`src/rtl/pixel_merger_pkg.sv`:
```
// pixel_merger_pkg: shared types for the pixel merger and its output FIFO
package pixel_merger_pkg;
  localparam int RGB_W = 24;
  typedef logic [RGB_W-1:0] rgb_t;
  typedef enum logic [1:0] {IDLE, RUN, DRAIN} state_e;
  typedef struct packed {
    rgb_t colour;
    logic first;
    logic last_x;
    logic last_y;
  } pm_entry_t;
endpackage

```
`src/rtl/pm_fifo.sv`:
```
// pm_fifo: synchronous FIFO of DEPTH (power of 2) entries of type T with full/empty flags
module pm_fifo #(
  parameter type T = logic,
  parameter int DEPTH = 4
) (
  input  logic clk,
  input  logic rst,
  input  logic push_i,
  input  logic pop_i,
  input  T     din_i,
  output T     dout_o,
  output logic full_o,
  output logic empty_o
);
  localparam int AW = $clog2(DEPTH);
  T mem_q [DEPTH];
  logic [AW-1:0] wr_q, rd_q;
  logic [AW:0] cnt_q;
  always_ff @(posedge clk) begin
    if (push_i) mem_q[wr_q] <= din_i;
  end
  always_ff @(posedge clk) begin
    if (rst) begin
      wr_q <= '0;
      rd_q <= '0;
      cnt_q <= '0;
    end else begin
      wr_q <= push_i ? wr_q + 1'b1 : wr_q;
      rd_q <= pop_i ? rd_q + 1'b1 : rd_q;
      cnt_q <= cnt_q + {{AW{1'b0}}, push_i} - {{AW{1'b0}}, pop_i};
    end
  end
  assign dout_o = mem_q[rd_q];
  assign full_o = cnt_q == (AW+1)'(DEPTH);
  assign empty_o = cnt_q == '0;
endmodule

```
`src/rtl/pixel_merger.sv`:
```
// pixel_merger: collects pixels from several engines and emits them in raster order.
// Define PIXEL_MERGER_TIMEOUT_EN to fill pixels no engine supplies within TIMEOUT_CYCLES.
module pixel_merger
  import pixel_merger_pkg::*;
#(
  parameter int DATA_WIDTH = 32,
  parameter int RGB_SIZE = 24,
  parameter int SCREEN_WIDTH = 640,
  parameter int SCREEN_HEIGHT = 480,
  parameter int NUM_ENGINES = 6,
  parameter int OUT_DEPTH = 4,
  parameter int TIMEOUT_CYCLES = 1024,
  parameter logic [RGB_SIZE-1:0] FILL_COLOUR = '0
) (
  input  logic                                  clk,
  input  logic                                  reset,
  input  logic                                  enable,
  input  logic [NUM_ENGINES-1:0]                pix_valid_i,
  input  logic [NUM_ENGINES-1:0][RGB_SIZE-1:0]  colour_i,
  input  logic [NUM_ENGINES-1:0][DATA_WIDTH-1:0] xpixel_i,
  input  logic [NUM_ENGINES-1:0][DATA_WIDTH-1:0] ypixel_i,
  output logic [NUM_ENGINES-1:0]                taken,
  input  logic                                  ready,
  output logic                                  valid,
  output logic [RGB_SIZE-1:0]                   colour_o,
  output logic                                  first,
  output logic                                  last_x,
  output logic                                  last_y,
  output logic [15:0]                           skip_count
);
  localparam int XW = $clog2(SCREEN_WIDTH);
  localparam int YW = $clog2(SCREEN_HEIGHT);
  state_e state_q;
  logic [XW-1:0] ex_q;
  logic [YW-1:0] ey_q;
  logic [NUM_ENGINES-1:0] match, win;
  logic [RGB_SIZE-1:0] win_colour;
  logic run, full, empty, push, fill, at_last_x, at_last_y;
  pm_entry_t din, head;
  always_comb begin
    match = '0;
    for (int i = 0; i < NUM_ENGINES; i++)
      match[i] = pix_valid_i[i] && xpixel_i[i] == DATA_WIDTH'(ex_q) && ypixel_i[i] == DATA_WIDTH'(ey_q);
  end
  // isolating the lowest set bit gives the lowest-index winner
  assign win = match & (~match + 1'b1);
  always_comb begin
    win_colour = '0;
    for (int i = 0; i < NUM_ENGINES; i++)
      win_colour = win[i] ? colour_i[i] : win_colour;
  end
  assign run = state_q == RUN;
  assign taken = (run && !full) ? win : '0;
  assign at_last_x = ex_q == XW'(SCREEN_WIDTH - 1);
  assign at_last_y = at_last_x && ey_q == YW'(SCREEN_HEIGHT - 1);
  assign push = |taken || fill;
  assign din = '{colour: rgb_t'(fill ? FILL_COLOUR : win_colour), first: ex_q == '0 && ey_q == '0,
                 last_x: at_last_x, last_y: at_last_y};
`ifdef PIXEL_MERGER_TIMEOUT_EN
  localparam int TW = $clog2(TIMEOUT_CYCLES + 1);
  logic [TW-1:0] tmo_q;
  logic [15:0] skip_q;
  logic idle;
  assign idle = run && !full && match == '0;
  // the fill is pushed in the idle cycle that brings the count to TIMEOUT_CYCLES
  assign fill = idle && tmo_q == TW'(TIMEOUT_CYCLES - 1);
  always_ff @(posedge clk) begin
    if (reset) begin
      tmo_q <= '0;
      skip_q <= '0;
    end else begin
      tmo_q <= push ? '0 : idle ? tmo_q + 1'b1 : tmo_q;
      skip_q <= (fill && skip_q != 16'hFFFF) ? skip_q + 1'b1 : skip_q;
    end
  end
  assign skip_count = skip_q;
`else
  assign fill = 1'b0;
  assign skip_count = '0;
`endif
  always_ff @(posedge clk) begin
    if (reset) begin
      state_q <= IDLE;
      ex_q <= '0;
      ey_q <= '0;
    end else begin
      case (state_q)
        IDLE: state_q <= enable ? RUN : IDLE;
        RUN: state_q <= (push && at_last_y) ? DRAIN : RUN;
        DRAIN: state_q <= !empty ? DRAIN : enable ? RUN : IDLE;
        default: state_q <= IDLE;
      endcase
      if (push) begin
        ex_q <= at_last_x ? '0 : ex_q + 1'b1;
        ey_q <= at_last_y ? '0 : at_last_x ? ey_q + 1'b1 : ey_q;
      end
    end
  end
  pm_fifo #(.T(pm_entry_t), .DEPTH(OUT_DEPTH)) u_fifo (
    .clk(clk), .rst(reset), .push_i(push), .pop_i(valid && ready),
    .din_i(din), .dout_o(head), .full_o(full), .empty_o(empty)
  );
  assign valid = !empty;
  assign colour_o = valid ? RGB_SIZE'(head.colour) : '0;
  assign first = valid && head.first;
  assign last_x = valid && head.last_x;
  assign last_y = valid && head.last_y;
endmodule

```
`config.mk`:
```
export PLATFORM = sky130hd
export DESIGN_NAME = pixel_merger
export DESIGN_NICKNAME = d
export VERILOG_FILES = /design/src/rtl/pixel_merger_pkg.sv /design/src/rtl/pm_fifo.sv /design/src/rtl/pixel_merger.sv
export SDC_FILE = /design/constraint.sdc
export NUM_CORES = 1
export LEC_CHECK = 0
export BUFFER_PORTS_ARGS = -buffer_cell sky130_fd_sc_hd__buf_2
export CAP_MARGIN = 25
export CORE_AREA = 2 2 227 229
export CTS_BUF_LIST = sky130_fd_sc_hd__clkbuf_8
export CTS_CLUSTER_DIAMETER = 100
export DETAILED_ROUTE_END_ITERATION = 16
export DIE_AREA = 0 0 229 231
export PLACE_DENSITY = 0.52
export SETUP_SLACK_MARGIN = 0.3
export SYNTH_ARGS = -nofsm -noshare
export SYNTH_HDL_FRONTEND = slang
export SYNTH_HIERARCHICAL = 1
export SYNTH_SLANG_ARGS = --single-unit
```
`constraint.sdc`:
```
create_clock -name clk -period 3.8 [get_ports clk]
set_input_delay 0.57 -clock clk [delete_from_list [all_inputs] [get_ports clk]]
set_output_delay 0.57 -clock clk [all_outputs]
set_load 0.02 [all_outputs]
```
==> flow_metrics.env, run 1 <==
export IMPL_wl_um=48800
export IMPL_antenna_found_initial=14
export IMPL_status="finished clean"
export IMPL_p_sw_share_pct=37.5
export IMPL_grt_pass1_vias=9877
export IMPL_final_layout_size_suffix_gt1_share_pct=51.6
export IMPL_detail_route_antenna_nets=0
export IMPL_vias_per_cell=4.50
export IMPL_ios=588
export IMPL_drv_slew=0
export IMPL_nets=2010
export IMPL_rr_startpoint="ex_q[9]"
export IMPL_finalClockSkew_ns=0.0256
export IMPL_tightest_slew_ns=0.807
export IMPL_routed_via_count=9713
export IMPL_worst_skew_pair_late_latency_ns=0.45
export IMPL_syn_area_per_cell_sq_um=10.8
export IMPL_ys_types=54
export IMPL_max_cap_violations=0
export IMPL_grt_max_degree=43
export IMPL_io_buffers=571
export IMPL_firstDrtPassIters=7
export IMPL_post_route_min_period_ns=3.40
export IMPL_pre_cts_slack_ns=-0.199
export IMPL_syn_inst=833
export IMPL_startpoint="ex_q[9]"
export IMPL_root_buffer="clkbuf_8"
export IMPL_drtIter0Drc=620
export IMPL_synth_adder_area_share_pct=1.61
export IMPL_crit_path_end_kind="output pin"
export IMPL_dieArea_sq_um=52900
export IMPL_synth_compound_area_share_pct=11.2
export IMPL_fin_crit_sh_pct=89.5
export IMPL_tns_ns=0
export IMPL_power_total_w=0.00451
export IMPL_p_sw_w=0.00169
export IMPL_ys_seq_area_share_pct=42.6
export IMPL_layout_commonest_cell="buf_2"
export IMPL_rows=83
export IMPL_grt_pass1_wl_um=67800
export IMPL_finalSetupViolCount=0
export IMPL_ys_seq_elements=138
export IMPL_slew_headroom_pct=45.8
export IMPL_wl_per_cell_um=22.6
export IMPL_post_dp_hpwl_um=40700
export IMPL_pwr_share_clk_pct=27.3
export IMPL_grtUsageTotal_pct=17.8
export IMPL_cts_made_buffers=17
export IMPL_max_vdd_ir_drop_mv=0.177
export IMPL_worstPathArrival_ns=2.83
export IMPL_clkTransAtPathRegs_ns=0.10
export IMPL_crit_type="flop to output pin"
export IMPL_setup_slack_ns=0.399
export IMPL_crit_fanout=9
export IMPL_min_from="enable"
export IMPL_core_sq_um=50700
export IMPL_fin_util_pct=27.4
export IMPL_mostFrequentLayoutCells="buf_2, xnor2_1, edfxtp_1"
export IMPL_synth_area_sq_um=9020
export IMPL_fillers=5495
export IMPL_routabilityCongestion=0.972
export IMPL_synthArstFlopShare_pct=0
export IMPL_grt_overflow=0
export IMPL_die_h_um=231
export IMPL_h_tree_depth=4
export IMPL_hp_class="primary input to flop"
export IMPL_postPlaceCellArea_sq_um=13200
export IMPL_fmax_mhz=294
export IMPL_fin_area_sq_um=13900
export IMPL_cts_tree="done"
export IMPL_synth_top_family_by_area="simple AND/OR/NAND/NOR gates"
export IMPL_rsz0062_at_grt="no"
export IMPL_die_w_um=229
export IMPL_cts_sinks=138
export IMPL_cp_required_ns=3.23
export IMPL_start_util_pct=17.8
export IMPL_synth_xor_area_share_pct=11.5
export IMPL_combinationalPowerShare_pct=34.8
export IMPL_finalHoldViolations=0
export IMPL_synth_enable_flop_cells=108
export IMPL_p_int_w=0.00282
export IMPL_startpoint_type="flop"
export IMPL_ys_warn_count=6
export IMPL_p_per_area_nw_per_um2=325
export IMPL_clockBufferDepth=2
export IMPL_area_growth_pct=53.7
export IMPL_synthSimpleGateAreaFrac_pct=19.3
export IMPL_p_leak_nw=5.40
export IMPL_ys_flop_type="edfxtp_1"
export IMPL_seqPwrFrac_pct=37.9
export IMPL_muxShareOfSynthArea_pct=7.31
export IMPL_drc=0
-- timing repair --
| item | 4_1_cts | 5_1_grt |
|---|---|---|
| hold buffers | 0 | 0 |
| buffers inserted | 4 | 0 |
| cloned | 1 | 0 |
| pin swaps | 2 | 6 |
| endpoints found under the setup margin | 29 | 9 |
| gates resized for setup | 13 | 33 |
-- worst max-delay path: stages, from the launching register on --
cell,delay (ns)
dfxtp_1,0.38
buf_4,0.24
xnor2_1,0.17
nand4_1,0.17
nor4_4,0.37
buf_6,0.25
and2_4,0.26
nor4b_4,0.06
buf_4,0.17
and2_1,0.15
buf_2,0.15
-- cell usage after synthesis (5+ instances only) --
cell type / n / share of area (%)
xnor2_1: 116 / 11
edfxtp_1: 108 / 36
nor4_1: 69 / 4.8
nand4_1: 46 / 3.2
a22oi_1: 43 / 3.6
inv_1: 41 / 1.7
a21oi_1: 40 / 2.2
buf_2: 31 / 1.7
nor2b_1: 31 / 2.1
dfxtp_1: 30 / 6.7
nand2_1: 27 / 1.1
a221o_1: 21 / 2.3
buf_4: 20 / 1.7
mux4_2: 20 / 5.0
nand2b_1: 20 / 1.4
nor2_1: 17 / 0.71
nand3_1: 15 / 0.83
o21ai_0: 13 / 0.72
and2_1: 12 / 0.83
and3_1: 12 / 0.83
clkbuf_1: 11 / 0.46
or3_1: 11 / 0.76
ha_1: 10 / 1.4
mux4_1: 7 / 2.0
a31oi_1: 6 / 0.42
nor3_1: 5 / 0.28
nor4_2: 5 / 0.69
nor4b_1: 5 / 0.49
-- per-layer routing --
| layer | wire length, um | vias to the layer above | global-route usage, % |
|---|---|---|---|
| met3 | 3130 | 71 | 3.62 |
| met5 | 70 | - | 0 |
| met4 | 1610 | 10 | 6.47 |
| met1 | 19200 | 4694 | 20.6 |
| met2 | 24800 | 504 | 32.3 |
| li1 | - | 4434 | - |
-- sequential cells by signal, indices dropped and copies added (netlist names), named ones only --
name	count
u_fifo/wr_q	2
state_q	2
u_fifo/rd_q	2
u_fifo/mem_q	108
ey_q	9
ex_q	10
u_fifo/cnt_q	3
-- logic make-up (layout without fill, tap and decap cells) --
family                   count (synthesis)  after routing
multiplexers                            29             29
XOR/XNOR                               117            117
AO/OA/AOI/OAI                          140            140
adder cells (fa/ha/maj)                 11             11
buffers and inverters                  110            736
AND/OR/NAND/NOR                        287            287
flip-flops                             138            138
other                                    1             21
-- stage by stage --
stage / instances / hold slack (ns)
2_1_floorplan: 848 / 0.467
3_3_place_gp: 2116 / 0.494
3_5_place_dp: 2117 / 0.512
4_1_cts: 2154 / 0.382
5_1_grt: 2159 / 0.391
6_report: 2159 / 0.411
-- final timing paths --
check | end | slack [ns] | depth (start not counted)
worst min-delay path | state_q[0] | 0.41 | 3
worst min register to register | state_q[1] | 0.53 | 1
worst max register to register | u_fifo/mem_q[2][24] | 0.53 | 13
worst max-delay path | taken[4] | 0.40 | 10
-- power by group through the flow --
stage / combinational (W) / clock, W / sequential, W
floorplan: 0.000906 / 0 / 0.00168
global placement: 0.00159 / 0 / 0.00175
detailed placement: 0.00158 / 0 / 0.00175
CTS: 0.00159 / 0.00127 / 0.00171
global route: 0.00168 / 0.00132 / 0.00172
finish: 0.00157 / 0.00123 / 0.00171
-- layout make-up --
class | count | area (sq um) | area share [%]
antenna | 5 | 12.5 | 0.0902
clock buffer | 17 | 234 | 1.69
clock inverter | 15 | 160 | 1.15
inverter | 42 | 158 | 1.14
multi-input combinational | 600 | 4870 | 35.1
sequential | 138 | 3850 | 27.8
tap | 680 | 851 | 6.14
timing repair buffer | 662 | 3730 | 26.9
Note: power is estimated with default switching activity, not from simulation.
==> inputs of run 2 (changes only) <==
RECOVER_POWER = 25   (was default)
==> run 2 against run 1 <==
Maximum frequency is 4.2% lower. Non-clock buffer count stayed put. Combinational power is 3% lower. Register-to-register slack worse by 0.10 ns. Total power is 0.87% lower. Setup slack worse by 0.15 ns. Critical path depth is 1 higher. Cell count stayed put. Largest cell class unchanged.
==> flow_metrics.env, run 2 (synthesis gave the netlist of run 1 again) <==
export IMPL_h_tree_depth=4
export IMPL_cts_sinks=138
export IMPL_grt_pass1_vias=9877
export IMPL_finalSetupViolCount=0
export IMPL_grt_pass1_wl_um=67800
export IMPL_ios=588
export IMPL_antenna_found_initial=14
export IMPL_status="finished clean"
export IMPL_detail_route_antenna_nets=0
export IMPL_cts_tree="done"
export IMPL_drv_slew=0
export IMPL_slew_headroom_pct=47.1
export IMPL_p_per_area_nw_per_um2=324
export IMPL_finalHoldWorstSlack_ns=0.411
export IMPL_p_leak_nw=5.33
export IMPL_io_buffers=571
export IMPL_fin_crit_sh_pct=93.4
export IMPL_vias_per_cell=4.47
export IMPL_final_layout_size_suffix_gt1_share_pct=50.0
export IMPL_crit_fanout=6
export IMPL_postPlaceCellArea_sq_um=13200
export IMPL_firstDrtPassIters=5
export IMPL_post_route_min_period_ns=3.55
export IMPL_r2r_end="u_fifo/mem_q[2][24]"
export IMPL_max_cap_violations=0
export IMPL_grtUsageTotal_pct=17.8
export IMPL_top_regs="u_fifo/mem_q: 108 flops, ex_q: 10 flops, ey_q: 9 flops"
export IMPL_grt_overflow=0
export IMPL_cp_required_ns=3.23
export IMPL_routed_via_count=9646
export IMPL_dieArea_sq_um=52900
export IMPL_core_sq_um=50700
export IMPL_largest_register_ffs=108
export IMPL_drtIter0Drc=598
export IMPL_clkTransAtPathRegs_ns=0.08
export IMPL_hp_class="primary input to flop"
export IMPL_post_dp_hpwl_um=40700
export IMPL_die_w_um=229
export IMPL_clockBufferDepth=2
export IMPL_rr_startpoint="ex_q[2]"
export IMPL_regMostFlops="u_fifo/mem_q"
export IMPL_worstPathArrival_ns=2.98
export IMPL_area_growth_pct=52.8
export IMPL_finalClockSkew_ns=0.0254
export IMPL_cts_hold_buf=0
export IMPL_startpoint="ypixel_i[75]"
export IMPL_ff2ff_setup_slack_ns=0.43
export IMPL_fin_area_sq_um=13800
export IMPL_rsz0062_at_grt="no"
export IMPL_crit_type="primary input to output pin"
export IMPL_start_util_pct=17.8
export IMPL_worst_skew_pair_late_latency_ns=0.45
export IMPL_wl_um=48800
export IMPL_crit_path_end_kind="output pin"
export IMPL_max_vdd_ir_drop_mv=0.178
export IMPL_grt_max_degree=43
export IMPL_rows=83
export IMPL_drc=0
export IMPL_wl_per_cell_um=22.6
export IMPL_finalHoldViolations=0
export IMPL_startpoint_type="primary input"
export IMPL_nets=2010
export IMPL_cts_made_buffers=17
export IMPL_crit_path_end="taken[4]"
export IMPL_fin_util_pct=27.2
export IMPL_tightest_slew_ns=0.788
export IMPL_reg2reg_depth=14
export IMPL_routabilityCongestion=0.972
export IMPL_mostFrequentLayoutCells="buf_2, xnor2_1, edfxtp_1"
export IMPL_die_h_um=231
export IMPL_layout_commonest_cell="buf_2"
export IMPL_fmax_mhz=282
export IMPL_root_buffer="clkbuf_8"
==> run 2: critical path: stages <==
cell      delay, ns
buf_2          0.10
nor4_2         0.25
clkbuf_1       0.24
nand4_1        0.13
or4_1          0.65
clkbuf_1       0.18
o2bb2a_4       0.25
nor4b_4        0.13
buf_4          0.17
and2_1         0.15
buf_2          0.15
==> run 2: timing repair <==
action                                 CTS  global route
setup buffers                            4             0
endpoints found under the hold margin    0             0
pin swaps                                2             6
setup endpoints to repair               29             9
gates resized for setup                 13            33
cloned                                   1             0
==> run 2: through the flow <==
| step | total power, W | worst slack (ns) | instances | setup TNS (ns) |
|---|---|---|---|---|
| after detailed placement | 0.00333 | -0.199 | 2117 | -5.75 |
| after floorplan | 0.00259 | 0.510 | 848 | 0 |
| after global placement | 0.00333 | -0.108 | 2116 | -1.66 |
| after global routing | 0.00469 | 0.171 | 2159 | 0 |
| after CTS | 0.00457 | 0.204 | 2154 | 0 |
| final | 0.00447 | 0.250 | 2159 | 0 |
==> run 2: per-layer routing <==
metal  vias up  share of wire [%]  track usage [%]
met2       495                 51             32.3
met4        10                3.3             6.47
met3        72                6.3             3.62
met1      4640                 39             20.6
li1       4429                  -                -
met5         -               0.14                0
==> run 2: worst min-delay path by stage <==
stage                     startpoint         end  slack (ns)  depth (start not counted)
after floorplan           state_q[0]  state_q[1]        0.47                          1
after global placement    state_q[1]  state_q[1]        0.49                          1
after detailed placement  state_q[1]  state_q[1]        0.51                          1
after CTS                     enable  state_q[0]        0.38                          3
after global routing          enable  state_q[0]        0.39                          3
final                         enable  state_q[0]        0.41                          3
==> run 2: report_power, final <==
part           internal (W)  switching (W)  leakage (nW)
registers           0.00163      0.0000757          1.03
clock network      0.000546       0.000682         0.193
logic              0.000601       0.000930          4.10
==> run 2: area by class of cell <==
| class | instances | area [sq um] |
|---|---|---|
| inverter | 42 | 158 |
| clock buffer | 17 | 234 |
| timing repair buffer | 662 | 3670 |
| fill | 5521 | 36900 |
| clock inverter | 15 | 160 |
| antenna | 5 | 12.5 |
| tap | 680 | 851 |
| multi-input combinational | 600 | 4840 |
| sequential | 138 | 3850 |
